### src/rtl/clk_div_bank_if.sv
// Configuration and divided-clock bundle for clk_div_bank.
// The master side programs ratios; the slave side (the divider bank) drives the clocks and ticks.
interface clk_div_bank_if #(
  parameter int NUM_CH = 4,
  parameter int CNT_W  = 8
);
  logic              cfg_wr;
  logic [3:0]        cfg_sel;
  logic [CNT_W-1:0]  cfg_div;
  logic              sync_req;
  logic [NUM_CH-1:0] div_clk;
  logic [NUM_CH-1:0] div_tick;
  logic [NUM_CH-1:0] pending;
  logic              cfg_err;

  modport master (
    output cfg_wr, cfg_sel, cfg_div, sync_req,
    input  div_clk, div_tick, pending, cfg_err
  );

  modport slave (
    input  cfg_wr, cfg_sel, cfg_div, sync_req,
    output div_clk, div_tick, pending, cfg_err
  );
endinterface

### src/rtl/clk_div_bank.sv
// Bank of NUM_CH runtime-programmable clock dividers with tick enables.
// A new ratio is shadowed and only swapped in at the channel's period boundary.
module clk_div_bank #(
  parameter int NUM_CH      = 4,
  parameter int CNT_W       = 8,
  parameter int DEFAULT_DIV = 2
) (
  input  logic          clock_i,
  input  logic          reset_i,
  clk_div_bank_if.slave bus
);
  localparam logic [CNT_W-1:0] DEF_DIV  = CNT_W'(DEFAULT_DIV);
  localparam logic [4:0]       NUM_CH_L = 5'(NUM_CH);

  logic sel_ok;
  logic div_ok;
  logic cfg_ok;
  logic cfg_err_q;

  // All four select bits take part in the range check.
  assign sel_ok = {1'b0, bus.cfg_sel} < NUM_CH_L;
  assign div_ok = bus.cfg_div >= CNT_W'(2);
  assign cfg_ok = sel_ok && div_ok;

  always_ff @(posedge clock_i) begin
    if (!reset_i) begin
      cfg_err_q <= 1'b0;
    end else begin
      cfg_err_q <= bus.cfg_wr && !cfg_ok;
    end
  end

  assign bus.cfg_err = cfg_err_q;

  for (genvar gi = 0; gi < NUM_CH; gi++) begin : g_ch
    logic [CNT_W-1:0] div_q, div_d;
    logic [CNT_W-1:0] shd_q, shd_d;
    logic [CNT_W-1:0] cnt_q, cnt_d;
    logic             pend_q, pend_d;
    logic             clk_q;
    logic             tick_q;
    logic             wr_hit;
    logic             wrap;
    logic [CNT_W:0]   half;

    always_comb begin
      wr_hit = bus.cfg_wr && cfg_ok && (bus.cfg_sel == 4'(gi));
      wrap   = (cnt_q == div_q - CNT_W'(1));
      div_d  = div_q;
      shd_d  = shd_q;
      pend_d = pend_q;
      cnt_d  = cnt_q + CNT_W'(1);
      if (bus.sync_req || wrap) begin
        cnt_d = '0;
        if (pend_q) begin
          div_d  = shd_q;
          pend_d = 1'b0;
        end
      end
      // A write landing on a wrap/sync edge only arms the following boundary.
      if (wr_hit) begin
        shd_d  = bus.cfg_div;
        pend_d = 1'b1;
      end
      half = ({1'b0, div_d} + (CNT_W+1)'(1)) >> 1;
    end

    // Outputs are computed from next-state so they line up with the held count.
    always_ff @(posedge clock_i) begin
      if (!reset_i) begin
        div_q  <= DEF_DIV;
        shd_q  <= DEF_DIV;
        cnt_q  <= DEF_DIV - CNT_W'(1);
        pend_q <= 1'b0;
        clk_q  <= 1'b0;
        tick_q <= 1'b0;
      end else begin
        div_q  <= div_d;
        shd_q  <= shd_d;
        cnt_q  <= cnt_d;
        pend_q <= pend_d;
        clk_q  <= ({1'b0, cnt_d} < half);
        tick_q <= (cnt_d == '0);
      end
    end

    assign bus.div_clk[gi]  = clk_q;
    assign bus.div_tick[gi] = tick_q;
    assign bus.pending[gi]  = pend_q;
  end
endmodule

### src/flat_wrapper.sv
// flat-port wrapper written by rule: the top's interface ports become plain ports
module clk_div_bank_flat 
#(
  parameter int NUM_CH      = 4,
  parameter int CNT_W       = 8,
  parameter int DEFAULT_DIV = 2
)
  (clock_i, reset_i, bus_cfg_wr, bus_cfg_sel, bus_cfg_div, bus_sync_req, bus_div_clk, bus_div_tick, bus_pending, bus_cfg_err);
  clk_div_bank_if #(.NUM_CH(NUM_CH), .CNT_W(CNT_W)) bus_i ();
  input  logic clock_i;
  input  logic reset_i;
  input wire logic [$bits(bus_i.cfg_wr)-1:0] bus_cfg_wr;
  input wire logic [$bits(bus_i.cfg_sel)-1:0] bus_cfg_sel;
  input wire logic [$bits(bus_i.cfg_div)-1:0] bus_cfg_div;
  input wire logic [$bits(bus_i.sync_req)-1:0] bus_sync_req;
  output wire logic [$bits(bus_i.div_clk)-1:0] bus_div_clk;
  output wire logic [$bits(bus_i.div_tick)-1:0] bus_div_tick;
  output wire logic [$bits(bus_i.pending)-1:0] bus_pending;
  output wire logic [$bits(bus_i.cfg_err)-1:0] bus_cfg_err;
  assign bus_i.cfg_wr = bus_cfg_wr;
  assign bus_i.cfg_sel = bus_cfg_sel;
  assign bus_i.cfg_div = bus_cfg_div;
  assign bus_i.sync_req = bus_sync_req;
  assign bus_div_clk = bus_i.div_clk;
  assign bus_div_tick = bus_i.div_tick;
  assign bus_pending = bus_i.pending;
  assign bus_cfg_err = bus_i.cfg_err;
  clk_div_bank #(.NUM_CH(NUM_CH), .CNT_W(CNT_W), .DEFAULT_DIV(DEFAULT_DIV)) u_core (.clock_i(clock_i), .reset_i(reset_i), .bus(bus_i));
endmodule
### config.mk
export PLATFORM = sky130hd
export DESIGN_NAME = clk_div_bank_flat
export DESIGN_NICKNAME = d
export VERILOG_FILES = /design/src/rtl/clk_div_bank_if.sv /design/src/rtl/clk_div_bank.sv /design/src/flat_wrapper.sv
export SDC_FILE = /design/constraint.sdc
export NUM_CORES = 1
export LEC_CHECK = 0
export ABC_CLOCK_PERIOD_IN_PS = 11000
export BUFFER_PORTS_ARGS = -buffer_cell sky130_fd_sc_hd__buf_2
export CAP_MARGIN = 20
export CORE_AREA = 2 2 173 175
export DETAILED_ROUTE_END_ITERATION = 12
export DIE_AREA = 0 0 175 177
export SLEW_MARGIN = 20
export SYNTH_ARGS = -nofsm -noshare
export SYNTH_HDL_FRONTEND = slang
export SYNTH_SLANG_ARGS = --single-unit
export TNS_END_PERCENT = 100
### constraint.sdc
create_clock -name clock_i -period 11 [get_ports clock_i]
set_input_delay 0.55 -clock clock_i [delete_from_list [all_inputs] [get_ports clock_i]]
set_output_delay 0.55 -clock clock_i [all_outputs]
set_load 0.02 [all_outputs]
==> flow_metrics.py, run 1 <==
metrics = {
    "outcome": {
        "outcome": "completed",
    },
    "synthesis": {
        "yosys_warnings": 0,
        "synth_mux_area_share_pct": 7.93,
        "synth_xor_xnor_area_share_pct": 12.9,
        "synth-seq-area-share_pct": 31.5,
        "ys_ff_latch": 109,
        "synth_area_um2": 6930,
        "synth_edf_count": 0,
        "synth_compound_area_share_pct": 11.1,
        "synthFlopType": "dfxtp_1",
        "syn_inst": 857,
        "async_flop_share_pct": 0,
        "synth_top_family_by_area": "simple AND/OR/NAND/NOR gates",
        "synthAdderAreaFrac_pct": 7.22,
        "synth.distinct_cells": 63,
        "synthSimpleGateAreaFrac_pct": 23.8,
        "syn-num-nets": 913,
        "syn_avg_cell_area_um2": 8.09,
    },
    "power": {
        "total_leakage_power_nw": 2.88,
        "power_mw": 0.778,
        "powerDensity_nw_per_um2": 103,
        "peakVddDrop_uv": 70.7,
    },
    "clock_network": {
        "clockBufferDepth": 2,
        "cts_resized": 0,
        "holdBufCountCts": 0,
        "numCtsBuffers": 9,
        "cts_tree": "built",
        "cts.sinks": 109,
        "clock_latency_ns": 0.36,
        "clockRootBuffer": "clkbuf_16",
        "path_clk_slew_ns": 0.07,
        "post_cts_buffers": 0,
        "htree_levels": 3,
    },
    "routing": {
        "vias_per_cell": 4.56,
        "initialDrtViolationCount": 390,
        "first_pass_iters": 5,
        "top_layer_used": "met4",
        "wl_um": 16300,
        "ant_nets": 0,
        "post_drt_wl_per_cell_um": 13.2,
        "met3_length_um": 576,
        "drc": 0,
        "met2_length_um": 7500,
        "vias": 5636,
        "met1_length_um": 8000,
    },
    "final_layout": {
        "final_cells": 1236,
        "layout_common_cells": "nor2_1, dfxtp_1, nand2_1",
        "area_growth_pct": 9.37,
        "final_area_um2": 7580,
        "nNetsFinal": 896,
        "layout_commonest_cell": "nor2_1",
        "drive_gt1_share_pct": 8.28,
    },
    "timing": {
        "setup_tns_ns": 0,
        "finalCriticalPeriod_ns": 5.05,
        "grt_setup_unrepaired": "false",
        "fin_ws_ns": 5.95,
        "worst_slew_pin_slew_ns": 1.08,
        "finalSetupViolCount": 0,
        "slew_violations": 0,
        "fmax_mhz": 198,
        "finClkSkew_ns": 0.0112,
        "period_share_pct": 45.9,
        "max_slew_margin_pct": 27.6,
        "hold_viol": 0,
    },
    "floorplan": {
        "coreArea_um2": 29200,
        "start_util_pct": 23.7,
        "die_h_um": 177,
        "rows": 63,
        "dieArea_um2": 31000,
        "die_w_um": 175,
        "io_pins": 29,
    },
    "grt": {
        "grt-ovfl-total": 0,
        "grt_pass1_wl_um": 27100,
        "grt_max_degree": 78,
        "grt_use_total_pct": 10.7,
        "grt_pass1_vias": 5404,
        "antenna_found_initial": 1,
    },
    "placed_design": {
        "dp_slack_ns": 6.00,
        "dpl_cell_area_um2": 7300,
        "hpwl_um": 12100,
        "place_congestion": 0.826,
        "dp.cells": 1219,
        "io_buffers": 28,
    },
    "setup_path": {
        "r2r_slack_ns": 5.95,
        "worstPathArrival_ns": 5.28,
        "start_kind": "flip-flop",
        "required_ns": 11.24,
        "critPathMaxFanout": 21,
        "critPathCaptureType": "flip-flop",
        "critical_path_class": "reg -> reg",
    },
    "hold_path": {
        "hp-class": "in -> reg",
    },
    "flow_run": {
        "max_cap_violations": 0,
    },
}
cells by family (layout without fill, tap and decap cells):
group                      after synthesis  count (layout)
muxes                                   54              54
other                                    0               1
DFF                                    109             109
AOI/OAI and AO/OA                      117             117
buffers and inverters                   86              74
and+or+nand+nor                        349             349
adders and majority gates               40              40
xor gates and xnor gates               102             102
worst paths after layout:
check                                             start                       to  cells past startpoint
worst min register to register  u_core.g_ch[1].shd_q[4]  u_core.g_ch[1].div_q[4]                      2
worst min-delay path                         bus_cfg_wr       u_core.bus.cfg_err                      3
worst max register to register  u_core.g_ch[2].div_q[0]     u_core.g_ch[2].clk_q                     17
worst max-delay path            u_core.g_ch[2].div_q[0]     u_core.g_ch[2].clk_q                     17
cell usage after synthesis, types with 4 or more instances:
cell type	instances	share of area, %
clkbuf_1	43	2.3
a21o_1	6	0.65
or2_2	6	0.54
xor2_1	52	6.6
nand3_1	57	4.1
xnor2_1	50	6.3
nand3b_1	4	0.43
inv_1	25	1.4
or3_1	6	0.54
ha_1	40	7.2
nand2b_1	4	0.36
buf_4	12	1.3
o21ai_0	24	1.7
a31oi_1	8	0.72
dfxtp_1	109	31
nand4_1	9	0.81
mux2i_1	47	6.8
a21oi_1	38	2.7
mux2_2	7	1.1
and3_1	16	1.4
nand2_1	60	3.3
nor2b_1	5	0.45
nor4_1	5	0.45
nor3_1	35	2.5
nor2_1	122	6.6
and2_1	5	0.45
or4_1	4	0.43
metal layers:
metal	vias to the layer above	track usage, %
met1	2626	14.4
li1	2933	-
met2	65	17.2
met4	0	2.85
met5	-	0
met3	12	2.51
state kept, by name, summed over array words and instances, names as in the netlist:
register,count
u_core.g_ch.cnt_q,32
u_core.g_ch.pend_q,4
u_core.g_ch.tick_q,4
u_core.g_ch.shd_q,32
u_core.bus.cfg_err,1
u_core.g_ch.clk_q,4
u_core.g_ch.div_q,32
layout make-up:
class | count | area (µm²)
Inverter | 26 | 97.6
Fill cell | 3103 | 21700
Clock inverter | 7 | 50.0
Tap cell | 390 | 488
Antenna cell | 1 | 2.50
Clock buffer | 9 | 225
Multi-Input combinational cell | 662 | 4360
Timing Repair Buffer | 32 | 170
Sequential cell | 109 | 2180
worst max-delay path: stages (launching register included):
cell and delay [ns]:
dfxtp_1 0.48, inv_1 0.11, ha_1 0.29, xor2_1 0.19, o22ai_1 0.09, a211oi_1 0.23, a41o_1 0.66, nand2_1 0.56
mux2_2 0.44, ha_1 0.24, nand3_1 0.12, xor2_1 0.15, nor2_1 0.05, a21oi_1 0.17, ha_1 0.27, and3_1 0.15
a221o_1 0.29, a2111oi_0 0.41
where the power goes:
part           total [mW]  switching, mW  internal, mW  leakage, nW
logic              0.0603         0.0392        0.0211         1.85
clock network       0.310          0.155         0.155        0.140
registers           0.408        0.00662         0.401        0.884
total               0.778          0.201         0.577         2.88
through the flow:
stage	hold slack [ns]	util, %
3_5_place_dp	0.494	25.0
4_1_cts	0.416	25.9
5_1_grt	0.431	25.9
2_1_floorplan	0.453	-
6_report	0.428	25.9
3_3_place_gp	0.488	25.0
Note: power is estimated with default switching activity, not from simulation.
==> run 2: changes to the inputs <==
--- a/config.mk
+++ b/config.mk
@@ -5,12 +5,13 @@
 export SDC_FILE = /design/constraint.sdc
 export NUM_CORES = 1
 export LEC_CHECK = 0
-export ABC_CLOCK_PERIOD_IN_PS = 11000
+export ABC_AREA = 1
+export ABC_CLOCK_PERIOD_IN_PS = 5100
 export BUFFER_PORTS_ARGS = -buffer_cell sky130_fd_sc_hd__buf_2
 export CAP_MARGIN = 20
-export CORE_AREA = 2 2 173 175
+export CORE_AREA = 2 2 179 181
 export DETAILED_ROUTE_END_ITERATION = 12
-export DIE_AREA = 0 0 175 177
+export DIE_AREA = 0 0 181 183
 export SLEW_MARGIN = 20
 export SYNTH_ARGS = -nofsm -noshare
 export SYNTH_HDL_FRONTEND = slang
==> constraint.sdc (replaced) <==
create_clock -name clock_i -period 5.1 [get_ports clock_i]
set_input_delay 0.255 -clock clock_i [delete_from_list [all_inputs] [get_ports clock_i]]
set_output_delay 0.255 -clock clock_i [all_outputs]
set_load 0.02 [all_outputs]
==> run 2 against run 1 <==
Sequential power grew 130%. Combinational power grew to 12 times the previous value. Sequential cell count is the same. Maximum frequency grew 58%. Cell area grew 6.6%. Clock-buffer cell count grew 2. Via count grew 20%. Clock skew shrank 0.0020 ns. Wire length grew 10%. Critical path type unchanged.
==> flow_metrics.py, run 2 <==
metrics = {
    "floorplan": {
        "coreArea_um2": 31200,
        "io_pins": 29,
        "die_h_um": 183,
        "die_w_um": 181,
        "rows": 65,
        "dieArea_um2": 33100,
        "start_util_pct": 23.7,
    },
    "timing": {
        "fmax_mhz": 313,
        "slew_violations": 0,
        "fin_ws_ns": 1.91,
        "grt_setup_unrepaired": "false",
        "finalSetupViolCount": 0,
        "hold_viol": 0,
        "finClkSkew_ns": 0.00916,
        "period_share_pct": 62.6,
        "max_slew_margin_pct": 49.0,
        "worst_slew_pin_slew_ns": 0.759,
        "setup_tns_ns": 0,
        "finalCriticalPeriod_ns": 3.19,
    },
    "grt": {
        "met3_usage_pct": 2.10,
        "grt.met1_usage_pct": 14.2,
        "grt-ovfl-total": 0,
        "grt_max_degree": 69,
        "grt_use_total_pct": 11.0,
        "antenna_found_initial": 4,
        "grt_pass1_vias": 6321,
        "grt_use_met2_pct": 18.6,
        "grt_busiest_layer": "met2",
        "grt_pass1_wl_um": 29900,
    },
    "power": {
        "clockPowerShare_pct": 28.7,
        "total_leakage_power_nw": 3.87,
        "intPower_mw": 1.49,
        "power_mw": 2.39,
        "switching_share_pct": 37.6,
        "powerDensity_nw_per_um2": 295,
        "pwr-share-comb_pct": 31.4,
        "switchingPower_mw": 0.897,
        "p_seq_share_pct": 39.9,
        "peakVddDrop_uv": 147,
    },
    "setup_path": {
        "critPathCaptureType": "flip-flop",
        "critical_path_class": "reg -> reg",
        "r2r-start": "u_core.g_ch[1].div_q[0]",
        "r2r-end": "u_core.g_ch[1].clk_q",
        "ff2ff_path_depth": 21,
        "start_kind": "flip-flop",
        "critPathMaxFanout": 17,
        "required_ns": 5.39,
        "worstPathArrival_ns": 3.48,
        "r2r_slack_ns": 1.91,
    },
    "synthesis": {
        "yosys_warnings": 0,
        "syn_inst": 1154,
        "syn-num-nets": 1210,
        "ys_ff_latch": 109,
        "synth.distinct_cells": 36,
        "syn_avg_cell_area_um2": 6.40,
        "synth.most_common_cell": "nand2_1",
        "ys_top_cells_by_count": "nand2_1, nor2_1, inv_1",
        "synthFlopType": "dfxtp_1",
        "yosysTopAreaCell": "dfxtp_1",
        "async_flop_share_pct": 0,
        "synth_area_um2": 7390,
        "synth.area.top_cells": "dfxtp_1, nand2_1, nor2_1",
        "netlist.area_leader.share_pct": 29.5,
        "synth-seq-area-share_pct": 29.5,
        "synth_edf_count": 0,
    },
    "clock_network": {
        "cts_tree": "built",
        "clockBufferDepth": 2,
        "numCtsBuffers": 9,
        "cts.sinks": 109,
        "post_cts_buffers": 0,
        "htree_levels": 3,
        "cts_resized": 0,
        "clockRootBuffer": "clkbuf_16",
        "holdBufCountCts": 0,
        "clock_latency_ns": 0.36,
        "path_clk_slew_ns": 0.08,
    },
    "routing": {
        "ant_nets": 0,
        "initialDrtViolationCount": 316,
        "post_drt_wl_per_cell_um": 11.5,
        "drc": 0,
        "wl_um": 18000,
        "first_pass_iters": 5,
        "vias_per_cell": 4.33,
        "vias": 6774,
    },
    "placed_design": {
        "place_congestion": 0.823,
        "hpwl_um": 13900,
        "dp_slack_ns": 1.94,
        "dp.cells": 1546,
        "io_buffers": 28,
    },
    "hold_path": {
        "hp-class": "in -> reg",
        "holdPathEnd": "u_core.bus.cfg_err",
        "min-delay-start": "bus_cfg_wr",
        "hold_path_depth": 3,
    },
    "final_layout": {
        "layout_commonest_cell": "nand2_1",
        "layout_common_cells": "nand2_1, nor2_1, inv_1",
        "nNetsFinal": 1211,
        "largestRegisters": "u_core.g_ch.cnt_q (32), u_core.g_ch.div_q (32), u_core.g_ch.shd_q (32)",
        "area_growth_pct": 9.36,
        "final_cells": 1564,
        "drive_gt1_share_pct": 11.8,
    },
    "flow_run": {
        "max_cap_violations": 0,
    },
    "outcome": {
        "outcome": "completed",
    },
}
run 2: how the worst max path moves through the flow:
stage,startpoint,to
floorplan,u_core.g_ch[0].div_q[0],u_core.g_ch[0].clk_q
global placement,u_core.g_ch[1].div_q[0],u_core.g_ch[1].clk_q
detailed placement,u_core.g_ch[1].div_q[0],u_core.g_ch[1].clk_q
CTS,u_core.g_ch[1].div_q[0],u_core.g_ch[1].clk_q
global route,u_core.g_ch[1].div_q[0],u_core.g_ch[1].clk_q
finish,u_core.g_ch[1].div_q[0],u_core.g_ch[1].clk_q
run 2: cells by family after synthesis:
group | Yosys count | synth area share, %
XOR/XNOR | 33 | 3.91
multiplexers | 3 | 0.457
AND/OR/NAND/NOR | 676 | 40.6
AO/OA/AOI/OAI | 105 | 7.82
flip-flops | 109 | 29.5
buffers and inverters | 188 | 10.9
adder cells (fa/ha/maj) | 40 | 6.77
run 2: through the flow:
step | instance area [µm²] | hold slack, ns | utilization (%)
floorplan | 7390 | 0.376 | -
detailed placement | 7800 | 0.456 | 25.0
global placement | 7800 | 0.455 | 25.0
CTS | 8080 | 0.143 | 25.9
global route | 8080 | 0.162 | 25.9
finish | 8080 | 0.155 | 25.9
run 2: power groups by stage:
| stage | clock network, mW | logic [mW] | registers (mW) |
|---|---|---|---|
| 3_3_place_gp | 0 | 0.739 | 0.974 |
| 5_1_grt | 0.733 | 0.865 | 0.961 |
| 4_1_cts | 0.705 | 0.755 | 0.954 |
| 2_1_floorplan | 0 | 0.636 | 0.956 |
| 3_5_place_dp | 0 | 0.751 | 0.973 |
| 6_report | 0.684 | 0.750 | 0.952 |
run 2: final cells by class:
cell class              count  area, µm²
clock buffers              11        233
multi-input cells         857       4400
flip-flops and latches    109       2180
repair buffers             30        155
clock inverters             5       43.8
well taps                 402        503
inverters                 148        556
fillers                  3508      23100
diodes                      2       5.00
run 2: worst max-delay path, stage by stage, from the launching register on:
cell and delay (ns):
dfxtp_1 0.36, inv_2 0.08, ha_1 0.31, inv_1 0.06, nand2_1 0.04, nand2_1 0.05, nand2_1 0.04, nor2_1 0.09
nand3_1 0.08, nor2_2 0.13, nand2_4 0.11, nand2_4 0.18, o21ai_0 0.19, inv_1 0.15, ha_1 0.23, nand2_1 0.07
nor2_1 0.14, nand4_1 0.10, ha_1 0.32, a21oi_1 0.14, o211ai_1 0.09, a21oi_1 0.15
run 2: metal layers:
| metal | vias up | share of wire, % |
|---|---|---|
| met5 | - | 0.15 |
| met3 | 20 | 4.6 |
| li1 | 3609 | - |
| met1 | 3044 | 48 |
| met4 | 4 | 1.5 |
| met2 | 97 | 45 |
==> run 3: changes to the inputs <==
--- a/config.mk
+++ b/config.mk
@@ -6,7 +6,7 @@
 export NUM_CORES = 1
 export LEC_CHECK = 0
 export ABC_AREA = 1
-export ABC_CLOCK_PERIOD_IN_PS = 5100
+export ABC_CLOCK_PERIOD_IN_PS = 2600
 export BUFFER_PORTS_ARGS = -buffer_cell sky130_fd_sc_hd__buf_2
 export CAP_MARGIN = 20
 export CORE_AREA = 2 2 179 181
==> constraint.sdc (replaced) <==
create_clock -name clock_i -period 2.6 [get_ports clock_i]
set_input_delay 0.13 -clock clock_i [delete_from_list [all_inputs] [get_ports clock_i]]
set_output_delay 0.13 -clock clock_i [all_outputs]
set_load 0.02 [all_outputs]
==> run 3 against run 2 <==
The flow now finishes with violations (setup timing). Power rose by 130%. Worst hold slack got worse by 0.084 ns. Die area did not move. Sequential power rose by 95%. Wire length rose by 9.0%. Critical path type unchanged. Largest power group is now combinational cells.
==> flow_metrics.py, run 3 (synthesis results as in run 2) <==
metrics = {
    "final_layout": {
        "antenna_cells": 0,
        "fill_cells": 3380,
        "layout_common_cells": "nand2_1, nor2_1, inv_1",
        "multiInputGateArea_um2": 4740,
        "drive_gt1_share_pct": 24.8,
        "fin_util_pct": 29.8,
        "largestRegisters": "u_core.g_ch.cnt_q (32), u_core.g_ch.div_q (32), u_core.g_ch.shd_q (32)",
        "regArea_um2": 2190,
        "area_growth_pct": 26.0,
        "layout_commonest_cell": "nand2_1",
        "nNetsFinal": 1321,
        "final_area_um2": 9310,
    },
    "floorplan": {
        "die_w_um": 181,
        "die_h_um": 183,
        "io_pins": 29,
        "dieArea_um2": 33100,
        "coreArea_um2": 31200,
        "rows": 65,
        "start_util_pct": 23.7,
    },
    "clock_network": {
        "cts.sinks": 109,
        "clockBufferDepth": 2,
        "holdBufCountCts": 0,
        "clockRootBuffer": "clkbuf_16",
        "htree_levels": 3,
        "cts_tree": "built",
        "path_clk_slew_ns": 0.08,
        "clock_latency_ns": 0.36,
        "numCtsBuffers": 9,
    },
    "timing": {
        "grt_setup_unrepaired": "true",
        "fmax_mhz": 349,
        "max_slew_margin_pct": 64.2,
        "slew_violations": 0,
        "finalCriticalPeriod_ns": 2.87,
        "worst_slew_pin_slew_ns": 0.537,
        "period_share_pct": 110,
        "fin_ws_ns": -0.268,
        "finClkSkew_ns": 0.0110,
        "finalSetupViolCount": 4,
        "holdWs_ns": 0.0716,
        "hold_viol": 0,
    },
    "grt": {
        "grt_pass1_wl_um": 33300,
        "grt-ovfl-total": 0,
        "grt_use_total_pct": 12.2,
        "grt_max_degree": 46,
        "grt_pass1_vias": 7132,
        "antenna_found_initial": 0,
    },
    "routing": {
        "initialDrtViolationCount": 367,
        "top_layer_used": "met4",
        "drc": 0,
        "vias_per_cell": 4.32,
        "met1_length_um": 9370,
        "met2_length_um": 9170,
        "first_pass_iters": 5,
        "met3_length_um": 566,
        "post_drt_wl_per_cell_um": 11.7,
        "ant_nets": 0,
        "wl_um": 19600,
        "vias": 7215,
    },
    "hold_path": {
        "hold_path_depth": 3,
        "min-delay-start": "bus_cfg_wr",
        "holdPathEnd": "u_core.bus.cfg_err",
        "hp-class": "in -> reg",
    },
    "placed_design": {
        "dpl_cell_area_um2": 8590,
        "io_buffers": 28,
        "place_congestion": 0.822,
        "hpwl_um": 14800,
        "dp_slack_ns": -0.334,
    },
    "setup_path": {
        "critPathMaxFanout": 7,
        "crit_path_frequent_cell": "nand2_4",
        "critical_path_class": "reg -> reg",
        "crit_buf_inv": 2,
        "critPathCaptureType": "flip-flop",
        "r2r-start": "u_core.g_ch[1].div_q[1]",
        "start_kind": "flip-flop",
        "cp_slowest_cell": "ha_1",
        "ff2ff_path_depth": 21,
        "required_ns": 2.89,
        "crit_family": "simple AND/OR/NAND/NOR gates",
        "worstPathArrival_ns": 3.16,
        "r2r_slack_ns": -0.27,
        "slowest_delay_ns": 0.35,
        "crit_chain": "inv_2 > ha_4 > inv_2 > nand2_2 > nand2_1 > nand2_1 > nor2_1 > nand3_1 > nor2_2 > nand2_4 > nand2_8 > nand2_4 > nand2_4 > ha_4 > nand2_4 > nor2_4 > nand4_1 > ha_1 > a21oi_2 > o211ai_1 > a21oi_2",
        "r2r-end": "u_core.g_ch[1].clk_q",
    },
    "power": {
        "peakVddDrop_uv": 290,
        "powerDensity_nw_per_um2": 579,
        "power_mw": 5.39,
        "total_leakage_power_nw": 4.46,
    },
    "outcome": {
        "violations": "setup timing",
        "outcome": "finished with violations",
    },
    "flow_run": {
        "max_cap_violations": 0,
    },
}
==> run 3: changes by cell type in the layout (fill, tap and decap cells not counted), moves of 5 or more <==
cell     previous run  this run
buf_4               2       106
nand2_1           339       318
nand2_2            17        31
nor2_1            154       145
a21oi_1            72        64
a21oi_2             0         8
dfxtp_1           109       101
ha_1               40        32
inv_1             129       121
nor2_4              6        14
dfxtp_2             0         7
ha_4                0         7
inv_2              19        26
nand2_4            12        17
==> run 3: worst reg2reg max path, cell delays in order (launching register included) <==
cell      delay, ns
dfxtp_2        0.34
inv_2          0.05
ha_4           0.24
inv_2          0.06
nand2_2        0.04
nand2_1        0.06
nand2_1        0.05
nor2_1         0.12
nand3_1        0.10
nor2_2         0.16
nand2_4        0.11
nand2_8        0.13
nand2_4        0.07
nand2_4        0.08
ha_4           0.17
nand2_4        0.05
nor2_4         0.10
nand4_1        0.13
ha_1           0.35
a21oi_2        0.14
o211ai_1       0.11
a21oi_2        0.16
==> run 3: repair_timing <==
| item | CTS | global route |
|---|---|---|
| setup buffers | 19 | 4 |
| gates resized for setup | 47 | 22 |
| endpoints found under the setup margin | 4 | 4 |
| pin swaps | 42 | 21 |
==> run 3: how the worst max path moves through the flow <==
stage | start | end | slack, ns | depth (start not counted)
2_1_floorplan | u_core.g_ch[0].div_q[0] | u_core.g_ch[0].clk_q | -0.09 | 23
3_3_place_gp | u_core.g_ch[1].div_q[1] | u_core.g_ch[1].clk_q | -0.31 | 20
3_5_place_dp | u_core.g_ch[1].div_q[1] | u_core.g_ch[1].clk_q | -0.33 | 20
4_1_cts | u_core.g_ch[0].div_q[0] | u_core.g_ch[0].clk_q | -0.17 | 20
5_1_grt | u_core.g_ch[1].div_q[1] | u_core.g_ch[1].clk_q | -0.45 | 21
6_report | u_core.g_ch[1].div_q[1] | u_core.g_ch[1].clk_q | -0.27 | 21
==> run 3: power breakdown <==
group	internal [mW]	switching (mW)
combinational	0.904	1.22
clock	0.678	0.725
sequential	1.77	0.0948
total	3.35	2.04
==> run 3: layout make-up <==
cell class	instances	area share (%)
tap	402	5.40
timing repair buffer	140	11.0
multi-input combinational	857	50.9
clock buffer	9	2.42
clock inverter	7	0.739
inverter	148	5.99
sequential	109	23.6
==> run 3: stage by stage <==
stage,setup TNS (ns),std cells
after CTS,-0.550,1668
after global routing,-1.52,1672
after global placement,-0.675,1633
final,-0.580,1672
after detailed placement,-0.860,1633
after floorplan,-0.0944,1154
==> run 3: per-layer routing <==
layer  global-route usage, %  vias to the layer above
met4                    5.07                        0
li1                        -                     3835
met1                    15.5                     3255
met2                    21.1                       95
met3                    1.55                       30
met5                       0                        -
